[src/rtl/fetch_stage.sv]
// Instruction-fetch stage: owns the PC, the req/ack instruction-memory port and the IF/ID register.
// MIPS delay-slot redirect (no flush) plus a one-entry skid buffer for a word that returns during a stall.
module fetch_stage #(
  parameter logic [31:0] RESET_PC  = 32'h0000_3000,
  parameter logic [31:0] NOP_INSTR = 32'h0000_0000
) (
  input  logic        clk,
  input  logic        rst_n,
  input  logic [31:0] bjNPC,
  input  logic        PCSel,
  input  logic        Stall,
  output logic        imem_req,
  output logic [31:0] imem_addr,
  input  logic        imem_ack,
  input  logic [31:0] imem_rdata,
  output logic [31:0] IR_D,
  output logic [31:0] PC_D,
  output logic [31:0] PCADD4_D,
  output logic        valid_D,
  output logic        fetch_busy
);

  typedef enum logic [0:0] {
    StFetch,
    StHold
  } state_e;

  state_e      state_q, state_d;
  logic [31:0] pc_q, pc_d;
  logic [31:0] redir_pc_q, redir_pc_d;
  logic        redir_v_q, redir_v_d;
  logic [31:0] hold_ir_q, hold_ir_d;
  logic [31:0] ifid_ir_q, ifid_ir_d;
  logic [31:0] ifid_pc_q, ifid_pc_d;
  logic [31:0] ifid_pc4_q, ifid_pc4_d;
  logic        ifid_valid_q, ifid_valid_d;

  logic [31:0] pc_plus4;
  logic [31:0] bj_aligned;
  logic [31:0] npc;
  logic        take_bj;
  logic        advance;

  always_comb begin
    pc_plus4   = pc_q + 32'd4;
    bj_aligned = bjNPC & 32'hFFFF_FFFC;
    take_bj    = PCSel & ~Stall;
    if (take_bj) begin
      npc = bj_aligned;
    end else if (redir_v_q) begin
      npc = redir_pc_q;
    end else begin
      npc = pc_plus4;
    end
    advance = ~Stall & (((state_q == StFetch) & imem_ack) | (state_q == StHold));
  end

  always_comb begin
    state_d      = state_q;
    pc_d         = pc_q;
    redir_pc_d   = redir_pc_q;
    redir_v_d    = redir_v_q;
    hold_ir_d    = hold_ir_q;
    ifid_ir_d    = ifid_ir_q;
    ifid_pc_d    = ifid_pc_q;
    ifid_pc4_d   = ifid_pc4_q;
    ifid_valid_d = ifid_valid_q;

    unique case (state_q)
      StFetch: begin
        if (imem_ack) begin
          if (!Stall) begin
            ifid_ir_d    = imem_rdata;
            ifid_pc_d    = pc_q;
            ifid_pc4_d   = pc_plus4;
            ifid_valid_d = 1'b1;
          end else begin
            // ID cannot take the word yet; park it and stop requesting.
            hold_ir_d = imem_rdata;
            state_d   = StHold;
          end
        end else if (!Stall) begin
          ifid_ir_d    = NOP_INSTR;
          ifid_valid_d = 1'b0;
        end
      end
      StHold: begin
        // A stray ack here is a protocol error and is deliberately ignored.
        if (!Stall) begin
          ifid_ir_d    = hold_ir_q;
          ifid_pc_d    = pc_q;
          ifid_pc4_d   = pc_plus4;
          ifid_valid_d = 1'b1;
          state_d      = StFetch;
        end
      end
      default: state_d = StFetch;
    endcase

    if (advance) begin
      pc_d      = npc;
      redir_v_d = 1'b0;
    end else if (take_bj) begin
      // Branch resolved while its delay slot is still in flight: remember the target.
      redir_pc_d = bj_aligned;
      redir_v_d  = 1'b1;
    end
  end

  always_ff @(posedge clk) begin
    if (!rst_n) begin
      state_q      <= StFetch;
      pc_q         <= RESET_PC;
      redir_pc_q   <= 32'h0;
      redir_v_q    <= 1'b0;
      hold_ir_q    <= 32'h0;
      ifid_ir_q    <= NOP_INSTR;
      ifid_pc_q    <= 32'h0;
      ifid_pc4_q   <= 32'h0;
      ifid_valid_q <= 1'b0;
    end else begin
      state_q      <= state_d;
      pc_q         <= pc_d;
      redir_pc_q   <= redir_pc_d;
      redir_v_q    <= redir_v_d;
      hold_ir_q    <= hold_ir_d;
      ifid_ir_q    <= ifid_ir_d;
      ifid_pc_q    <= ifid_pc_d;
      ifid_pc4_q   <= ifid_pc4_d;
      ifid_valid_q <= ifid_valid_d;
    end
  end

  always_comb begin
    imem_req   = rst_n & (state_q == StFetch);
    imem_addr  = {pc_q[31:2], 2'b00};
    fetch_busy = rst_n & ((state_q == StFetch) | (state_q == StHold));
    IR_D       = ifid_ir_q;
    PC_D       = ifid_pc_q;
    PCADD4_D   = ifid_pc4_q;
    valid_D    = ifid_valid_q;
  end

endmodule

[config.mk]
export PLATFORM = sky130hd
export DESIGN_NAME = fetch_stage
export DESIGN_NICKNAME = d
export VERILOG_FILES = /design/src/rtl/fetch_stage.sv
export SDC_FILE = /design/constraint.sdc
export NUM_CORES = 1
export LEC_CHECK = 0
export CORE_UTILIZATION = 45
export CTS_CLUSTER_DIAMETER = 30
export DETAILED_ROUTE_END_ITERATION = 10
export PLACE_DENSITY = 0.76
export SLEW_MARGIN = 10
export SYNTH_ARGS = -nofsm -noshare
export SYNTH_HDL_FRONTEND = slang
export SYNTH_SLANG_ARGS = --single-unit
[constraint.sdc]
create_clock -name clk -period 2.2 [get_ports clk]
set_input_delay 0.55 -clock clk [delete_from_list [all_inputs] [get_ports clk]]
set_output_delay 0.55 -clock clk [all_outputs]
set_load 0.02 [all_outputs]
==> insert_results.sql, run 1 <==
INSERT INTO impl_metrics (metric_group, metric, value, unit) VALUES
('run_status', 'status', 'complete, but fails checks', ''),
('run_status', 'violations_in_the_final_reports', 'DRC', ''),
('cells_and_area', 'final_design_area_excluding_fillers', '0.0115', 'mm²'),
('cells_and_area', 'register_area', '0.00375', 'mm²'),
('pwr', 'net-switching-power', '2350', 'µW'),
('cells_and_area', 'areaGrowthSynthToFinish', '37.4', '%'),
('worst_setup_path', 'endpoint_kind', 'primary output', ''),
('timing', 'min_period_over_period', '98.0', '%'),
('route', 'vias', '8503', ''),
('route', 'via_per_inst', '5.59', ''),
('pwr', 'power.switching_fraction', '27.5', '%'),
('pwr', 'powerDensity', '742', 'mW/mm²'),
('grt', 'grt_max_degree', '80', ''),
('yosys', 'netlist_area', '0.00837', 'mm²'),
('route', 'highest-signal-layer', 'met5', ''),
('timing', 'final.min_clock_period', '2160', 'ps'),
('worst_setup_path', 'crit-reg2reg-launch', 'pc_q[10]$_SDFFE_PN0P_', ''),
('grt', 'first_global_vias', '7839', ''),
('yosys', 'yosysSeqAreaShare', '44.7', '%'),
('yosys', 'yosys.cell_types.count', '60', ''),
('worst_setup_path', 'r2r_slack', '170', 'ps'),
('yosys', 'yosysWarningCount', '0', ''),
('floorplanning', 'fp.coreArea', '0.0181', 'mm²'),
('floorplanning', 'die_area', '0.0192', 'mm²'),
('cells_and_area', 'antenna_cells', '0', ''),
('floorplanning', 'die_height', '138', 'µm'),
('timing', 'unrepaired_setup_endpoints_after_global_routing', 'no', ''),
('timing', 'timing_max_transition_violations_final', '0', ''),
('timing', 'finalSetupViolCount', '0', ''),
('timing', 'post-route-worst-setup-slack', '43.0', 'ps'),
('cells_and_area', 'number_of_nets_in_the_final_layout', '1349', ''),
('route', 'remaining_drc_errors', '30', ''),
('worst_hold_path', 'timing.hold.worst.start', 'redir_pc_q[22]$_SDFFE_PN0P_', ''),
('pwr', 'leakage', '0.00426', 'µW'),
('grt', 'global_route_wire_length_before_repair', '40400', 'µm'),
('timing', 'timing_worst_slew_pin_value', '817', 'ps'),
('cts', 'clock_insertion_delay_worst_skew', '440', 'ps'),
('worst_hold_path', 'hold_end', 'redir_pc_q[22]$_SDFFE_PN0P_', ''),
('cts', 'ctsLongestPathBuffers', '2', ''),
('placed_design', 'dpl_cell_area', '0.0108', 'mm²'),
('worst_setup_path', 'critical_path_class', 'flop to primary output', ''),
('route', 'dr.first_iter.drc_count', '779', ''),
('floorplanning', 'dieWidth', '138', 'µm'),
('worst_setup_path', 'data_arrival_time_of_the_critical_path', '1610', 'ps'),
('cts', 'tritoncts', 'done', ''),
('worst_setup_path', 'cp_top_family', 'buffers and inverters', ''),
('route', 'met2_wirelength', '11600', 'µm'),
('yosys', 'syn_avg_cell_area', '7.70', 'µm²'),
('placed_design', 'detailedPlace.worstSlack', '-368', 'ps'),
('placed_design', 'port_buffers', '191', ''),
('floorplanning', 'top_level_ports', '200', ''),
('worst_setup_path', 'crit-reg2reg-capture', 'pc_q[30]$_SDFFE_PN0P_', ''),
('pwr', 'peakVddDrop', '0.579', 'mV'),
('cts', 'cts_setup_buffers', '0', ''),
('floorplanning', 'fp-row-count', '49', ''),
('timing', 'setup_tns', '0', 'ps'),
('worst_setup_path', 'worst_path_max_delay_cell', 'sky130_fd_sc_hd__clkdlybuf4s50_1', ''),
('worst_setup_path', 'timing.critical_path.buf_inv', '1', ''),
('cts', 'cts_buffers', '17', ''),
('cts', 'cts_sinks', '187', ''),
('route', 'ant_nets', '0', ''),
('worst_hold_path', 'hold_path_depth', '2', ''),
('route', 'drt_pre_antenna_iters', '9', ''),
('flow_run', 'cap_violations', '0', ''),
('worst_setup_path', 'crit_path_max_incr_delay', '670', 'ps'),
('pwr', 'power.combinational.fraction', '17.1', '%'),
('route', 'wl_per_cell', '16.5', 'µm'),
('timing', 'final_hold_viol_count', '0', ''),
('worst_setup_path', 'cp.required', '1650', 'ps'),
('cts', 'path_clk_slew', '70', 'ps'),
('pwr', 'p_int', '6190', 'µW');
[power by group through the flow]
stage / sequential, µW / clock, µW / combinational [µW]
final: 3700 / 3380 / 1460
after global routing: 3720 / 3550 / 1570
after CTS: 3690 / 3410 / 1450
after detailed placement: 3770 / 0 / 1450
after global placement: 3760 / 0 / 1430
after floorplan: 3910 / 0 / 609
[area by class of cell]
type | count | share of cell area (%)
repair buffers | 272 | 22.5
multi-input cells | 793 | 36.6
inverters | 8 | 0.283
clock inverters | 14 | 1.77
well taps | 229 | 2.49
flip-flops and latches | 187 | 32.6
clock buffers | 18 | 3.82
[per-stage QoR]
stage               hold WS [ps]  utilization, %  cells
floorplan                    431               -   1092
global placement             438            59.9   1489
detailed placement           443            59.9   1489
CTS                          452            63.5   1521
global route                 470            63.6   1521
finish                       451            63.6   1521
[flip-flops by register name, indices dropped and copies added (netlist names)]
| name | cells |
|---|---|
| IR_D | 32 |
| pc_q | 30 |
| state_q | 1 |
| redir_pc_q | 30 |
| valid_D | 1 |
| redir_v_q | 1 |
| PCADD4_D | 30 |
| hold_ir_q | 32 |
| PC_D | 30 |
[worst max path at each step]
stage	end	slack (ps)	cells past startpoint
2_1_floorplan	pc_q[16]$_SDFFE_PN0P_	70	6
3_3_place_gp	imem_req	-370	4
3_5_place_dp	imem_req	-370	4
4_1_cts	imem_addr[26]	10	1
5_1_grt	imem_addr[28]	3	1
6_report	imem_addr[29]	40	1
[cells by family (layout without fill, tap and decap cells)]
group	Yosys count	in the layout	synth area share, %
flops	187	187	44.7
simple gates	469	469	25.5
xor+xnor	26	26	2.72
other cells	1	6	0.0448
buf+inv	112	312	5.62
compound gates	288	288	20.8
fa+ha+maj	1	1	0.149
mux	3	3	0.359
[synthesized netlist by cell type (4+ instances only)]
master	instances	share of area, %
sky130_fd_sc_hd__dfxtp_1	187	45
sky130_fd_sc_hd__buf_1	13	0.58
sky130_fd_sc_hd__a221oi_1	13	1.4
sky130_fd_sc_hd__and3_1	6	0.45
sky130_fd_sc_hd__xor2_1	11	1.2
sky130_fd_sc_hd__inv_1	6	0.27
sky130_fd_sc_hd__o211ai_1	4	0.36
sky130_fd_sc_hd__nor2b_1	33	2.5
sky130_fd_sc_hd__nor2_1	64	2.9
sky130_fd_sc_hd__buf_4	7	0.63
sky130_fd_sc_hd__nor4_1	7	0.52
sky130_fd_sc_hd__and2_1	8	0.60
sky130_fd_sc_hd__a21oi_1	143	8.5
sky130_fd_sc_hd__a221o_1	5	0.60
sky130_fd_sc_hd__o21a_1	5	0.45
sky130_fd_sc_hd__nand2_1	248	11
sky130_fd_sc_hd__nor3_1	50	3.0
sky130_fd_sc_hd__clkbuf_1	75	3.4
sky130_fd_sc_hd__nand4_1	12	0.90
sky130_fd_sc_hd__a211oi_1	42	3.8
sky130_fd_sc_hd__nand3_1	16	0.96
sky130_fd_sc_hd__o21bai_1	4	0.36
sky130_fd_sc_hd__and4_1	4	0.42
sky130_fd_sc_hd__o21ai_0	48	2.9
sky130_fd_sc_hd__buf_2	6	0.36
sky130_fd_sc_hd__xnor2_1	15	1.6
[per-layer routing]
metal / GRT usage (%) / up-vias
met3: 6.55 / 65
met4: 11.8 / 4
li1: - / 4131
met2: 41.6 / 345
met1: 33.6 / 3958
met5: 0 / -
[timing repair]
action	in CTS	in global routing
resized for setup	6	7
endpoints found under the setup margin	3	7
hold endpoints to repair	0	0
[cells in the final DEF, fill, tap and decap left out, types with 13 or more instances in the layout]
cell / n
sky130_fd_sc_hd__clkdlybuf4s50_1: 184
sky130_fd_sc_hd__a211oi_1: 42
sky130_fd_sc_hd__clkbuf_16: 17
sky130_fd_sc_hd__nand3_1: 16
sky130_fd_sc_hd__nor3_1: 49
sky130_fd_sc_hd__nor2b_1: 33
sky130_fd_sc_hd__buf_4: 76
sky130_fd_sc_hd__nand2_1: 248
sky130_fd_sc_hd__a221oi_1: 13
sky130_fd_sc_hd__dfxtp_1: 182
sky130_fd_sc_hd__nor2_1: 63
sky130_fd_sc_hd__xnor2_1: 15
sky130_fd_sc_hd__o21ai_0: 48
sky130_fd_sc_hd__a21oi_1: 143
[worst register-to-register path, cell delays in order (launching register included)]
cell	delay, ps
sky130_fd_sc_hd__dfxtp_1	470
sky130_fd_sc_hd__and4_1	270
sky130_fd_sc_hd__buf_4	170
sky130_fd_sc_hd__nand3_1	130
sky130_fd_sc_hd__nor4_1	380
sky130_fd_sc_hd__buf_4	180
sky130_fd_sc_hd__xnor2_1	170
sky130_fd_sc_hd__a21boi_0	140
Power figures use the tool's default switching activity.
==> inputs of run 2 (changes only) <==
==> constraint.sdc (replaced) <==
create_clock -name clk -period 2.2 [get_ports clk]
set_input_delay 0.22 -clock clk [delete_from_list [all_inputs] [get_ports clk]]
set_output_delay 0.22 -clock clk [all_outputs]
set_load 0.02 [all_outputs]
==> insert_results.sql, run 2 (synthesized netlist as in run 1, its figures left out) <==
INSERT INTO impl_metrics (metric_group, metric, value, unit) VALUES
('cts', 'cts_buffers', '17', ''),
('route', 'vias', '8353', ''),
('cts', 'cts.hold.buffers_added', '0', ''),
('worst_setup_path', 'endpoint_kind', 'flop', ''),
('cells_and_area', 'final_design_area_excluding_fillers', '0.0113', 'mm²'),
('run_status', 'status', 'complete, but fails checks', ''),
('grt', 'grt_antenna_before_repair', '1', ''),
('timing', 'final_hold_viol_count', '0', ''),
('timing', 'timing_worst_slew_pin_value', '1020', 'ps'),
('placed_design', 'gp_congestion', '0.890', ''),
('worst_setup_path', 'setup.worst_path.start', 'pc_q[12]$_SDFFE_PN1P_', ''),
('worst_setup_path', 'path_max_fanout', '7', ''),
('timing', 'unrepaired_setup_endpoints_after_global_routing', 'no', ''),
('cts', 'cts_sinks', '187', ''),
('timing', 'slew_headroom', '32.0', '%'),
('worst_setup_path', 'cp.required', '2560', 'ps'),
('cts', 'clock_insertion_delay_worst_skew', '450', 'ps'),
('grt', 'grt_max_degree', '94', ''),
('placed_design', 'detailedPlace.worstSlack', '-3.20', 'ps'),
('timing', 'post-route-worst-setup-slack', '194', 'ps'),
('worst_hold_path', 'timing.hold.worst.start', 'Stall', ''),
('flow_run', 'cap_violations', '0', ''),
('cts', 'cts_root_buffer', 'sky130_fd_sc_hd__clkbuf_16', ''),
('grt', 'first_global_vias', '7702', ''),
('route', 'ant_nets', '0', ''),
('floorplanning', 'fp-row-count', '49', ''),
('route', 'drt_pre_antenna_iters', '8', ''),
('worst_setup_path', 'data_arrival_time_of_the_critical_path', '2360', 'ps'),
('timing', 'min_period_over_period', '91.2', '%'),
('grt', 'global_route_wire_length_before_repair', '39500', 'µm'),
('timing', 'finalSetupViolCount', '0', ''),
('timing', 'timing_max_transition_violations_final', '0', ''),
('cts', 'htree_levels', '4', ''),
('cells_and_area', 'layout.cells.most_common', 'sky130_fd_sc_hd__nand2_1', ''),
('cells_and_area', 'areaGrowthSynthToFinish', '35.4', '%'),
('floorplanning', 'die_height', '138', 'µm'),
('route', 'wl_per_cell', '16.3', 'µm'),
('floorplanning', 'top_level_ports', '200', ''),
('worst_setup_path', 'setup.worst_path.start_class', 'flop', ''),
('cts', 'ctsLongestPathBuffers', '2', ''),
('grt', 'overflow', '0', ''),
('pwr', 'peakVddDrop', '0.621', 'mV'),
('grt', 'grt.total_usage', '25.4', '%'),
('worst_setup_path', 'critical_path_class', 'flop to flop', ''),
('floorplanning', 'fp.coreArea', '0.0181', 'mm²'),
('route', 'finalWirelength', '24600', 'µm'),
('cts', 'path_clk_slew', '80', 'ps'),
('route', 'via_per_inst', '5.52', ''),
('route', 'dr.first_iter.drc_count', '686', ''),
('cells_and_area', 'antenna_cells', '0', ''),
('floorplanning', 'initial_utilization', '46.3', '%'),
('pwr', 'powerDensity', '719', 'mW/mm²'),
('timing', 'final.hold.worst_slack', '237', 'ps'),
('cells_and_area', 'most_frequent_cells_in_the_layout', 'sky130_fd_sc_hd__nand2_1 (248), sky130_fd_sc_hd__clkdlybuf4s50_1 (190), sky130_fd_sc_hd__dfxtp_1 (185)', ''),
('placed_design', 'dpl_cell_area', '0.0107', 'mm²'),
('worst_setup_path', 'crit-reg2reg-launch', 'pc_q[12]$_SDFFE_PN1P_', ''),
('cells_and_area', 'number_of_nets_in_the_final_layout', '1340', ''),
('floorplanning', 'dieWidth', '138', 'µm'),
('placed_design', 'port_buffers', '191', ''),
('timing', 'fin_worst_skew', '7.58', 'ps'),
('timing', 'achievable-frequency', '0.498', 'GHz'),
('cells_and_area', 'final_layout_size_suffix_gt1_share', '9.59', '%'),
('floorplanning', 'die_area', '0.0192', 'mm²'),
('cts', 'tritoncts', 'done', ''),
('placed_design', 'dp.final_hpwl', '17100', 'µm'),
('run_status', 'violations_in_the_final_reports', 'DRC', ''),
('worst_hold_path', 'timing.hold.worst.class', 'primary input to flop', ''),
('pwr', 'leakage', '0.00413', 'µW'),
('timing', 'final.min_clock_period', '2010', 'ps'),
('route', 'remaining_drc_errors', '28', '');
[run 2: cell types whose count changed in the layout (fill, tap and decap cells not counted), sizes merged, moves of 2 or more]
cell,change
buf,-9
clkdlybuf4s50,+6
clkinv,+6
bufinv,-4
dlymetal6s2s,-3
dlygate4sd2,-2
[run 2: final timing paths]
path / end / slack (ps) / cells after the start
min: IR_D[21]$_SDFFE_PN0P_ / 240 / 3
max: pc_q[31]$_SDFFE_PN0P_ / 190 / 5
max reg2reg: pc_q[31]$_SDFFE_PN0P_ / 190 / 5
min reg2reg: redir_pc_q[13]$_SDFFE_PN0P_ / 450 / 2
[run 2: final cells by class]
class                   count  area [µm²]
inverters                   8        32.5
well taps                 229         287
fillers                  1574        6750
flip-flops and latches    187        3750
repair buffers            263        2480
clock inverters            15         158
multi-input cells         793        4200
clock buffers              17         425
[run 2: worst max-delay path: stages (launching register included)]
cell,delay (ps)
sky130_fd_sc_hd__dfxtp_1,460
sky130_fd_sc_hd__nand3_1,140
sky130_fd_sc_hd__or4_4,570
sky130_fd_sc_hd__nor4_4,330
sky130_fd_sc_hd__mux2i_1,150
sky130_fd_sc_hd__a221oi_2,270
[run 2: stage by stage]
step,TNS [ps],total power [µW],util [%],cells
6_report,0,8150,62.7,1512
5_1_grt,0,8450,62.7,1512
4_1_cts,0,8190,62.7,1512
3_5_place_dp,-5.73,5190,59.4,1480
3_3_place_gp,0,5160,59.4,1480
2_1_floorplan,0,4520,-,1092
[run 2: metal layers]
metal | up-vias | wire (µm) | GRT usage [%]
li1 | 4118 | - | -
met1 | 3883 | 10800 | 33.0
met2 | 301 | 11400 | 40.2
met3 | 49 | 1800 | 6.13
met4 | 2 | 691 | 10.8
met5 | - | 13 | 0
[run 2: timing repair]
item / 4_1_cts / 5_1_grt
resized for setup: 0 / 1
endpoints found under the setup margin: 0 / 1
buffers inserted: 0 / 0
[run 2: power by group]
part / switching (µW) / internal, µW / total [µW]
Sequential: 116 / 3570 / 3680
Clock: 1510 / 1520 / 3030
Combinational: 798 / 639 / 1440
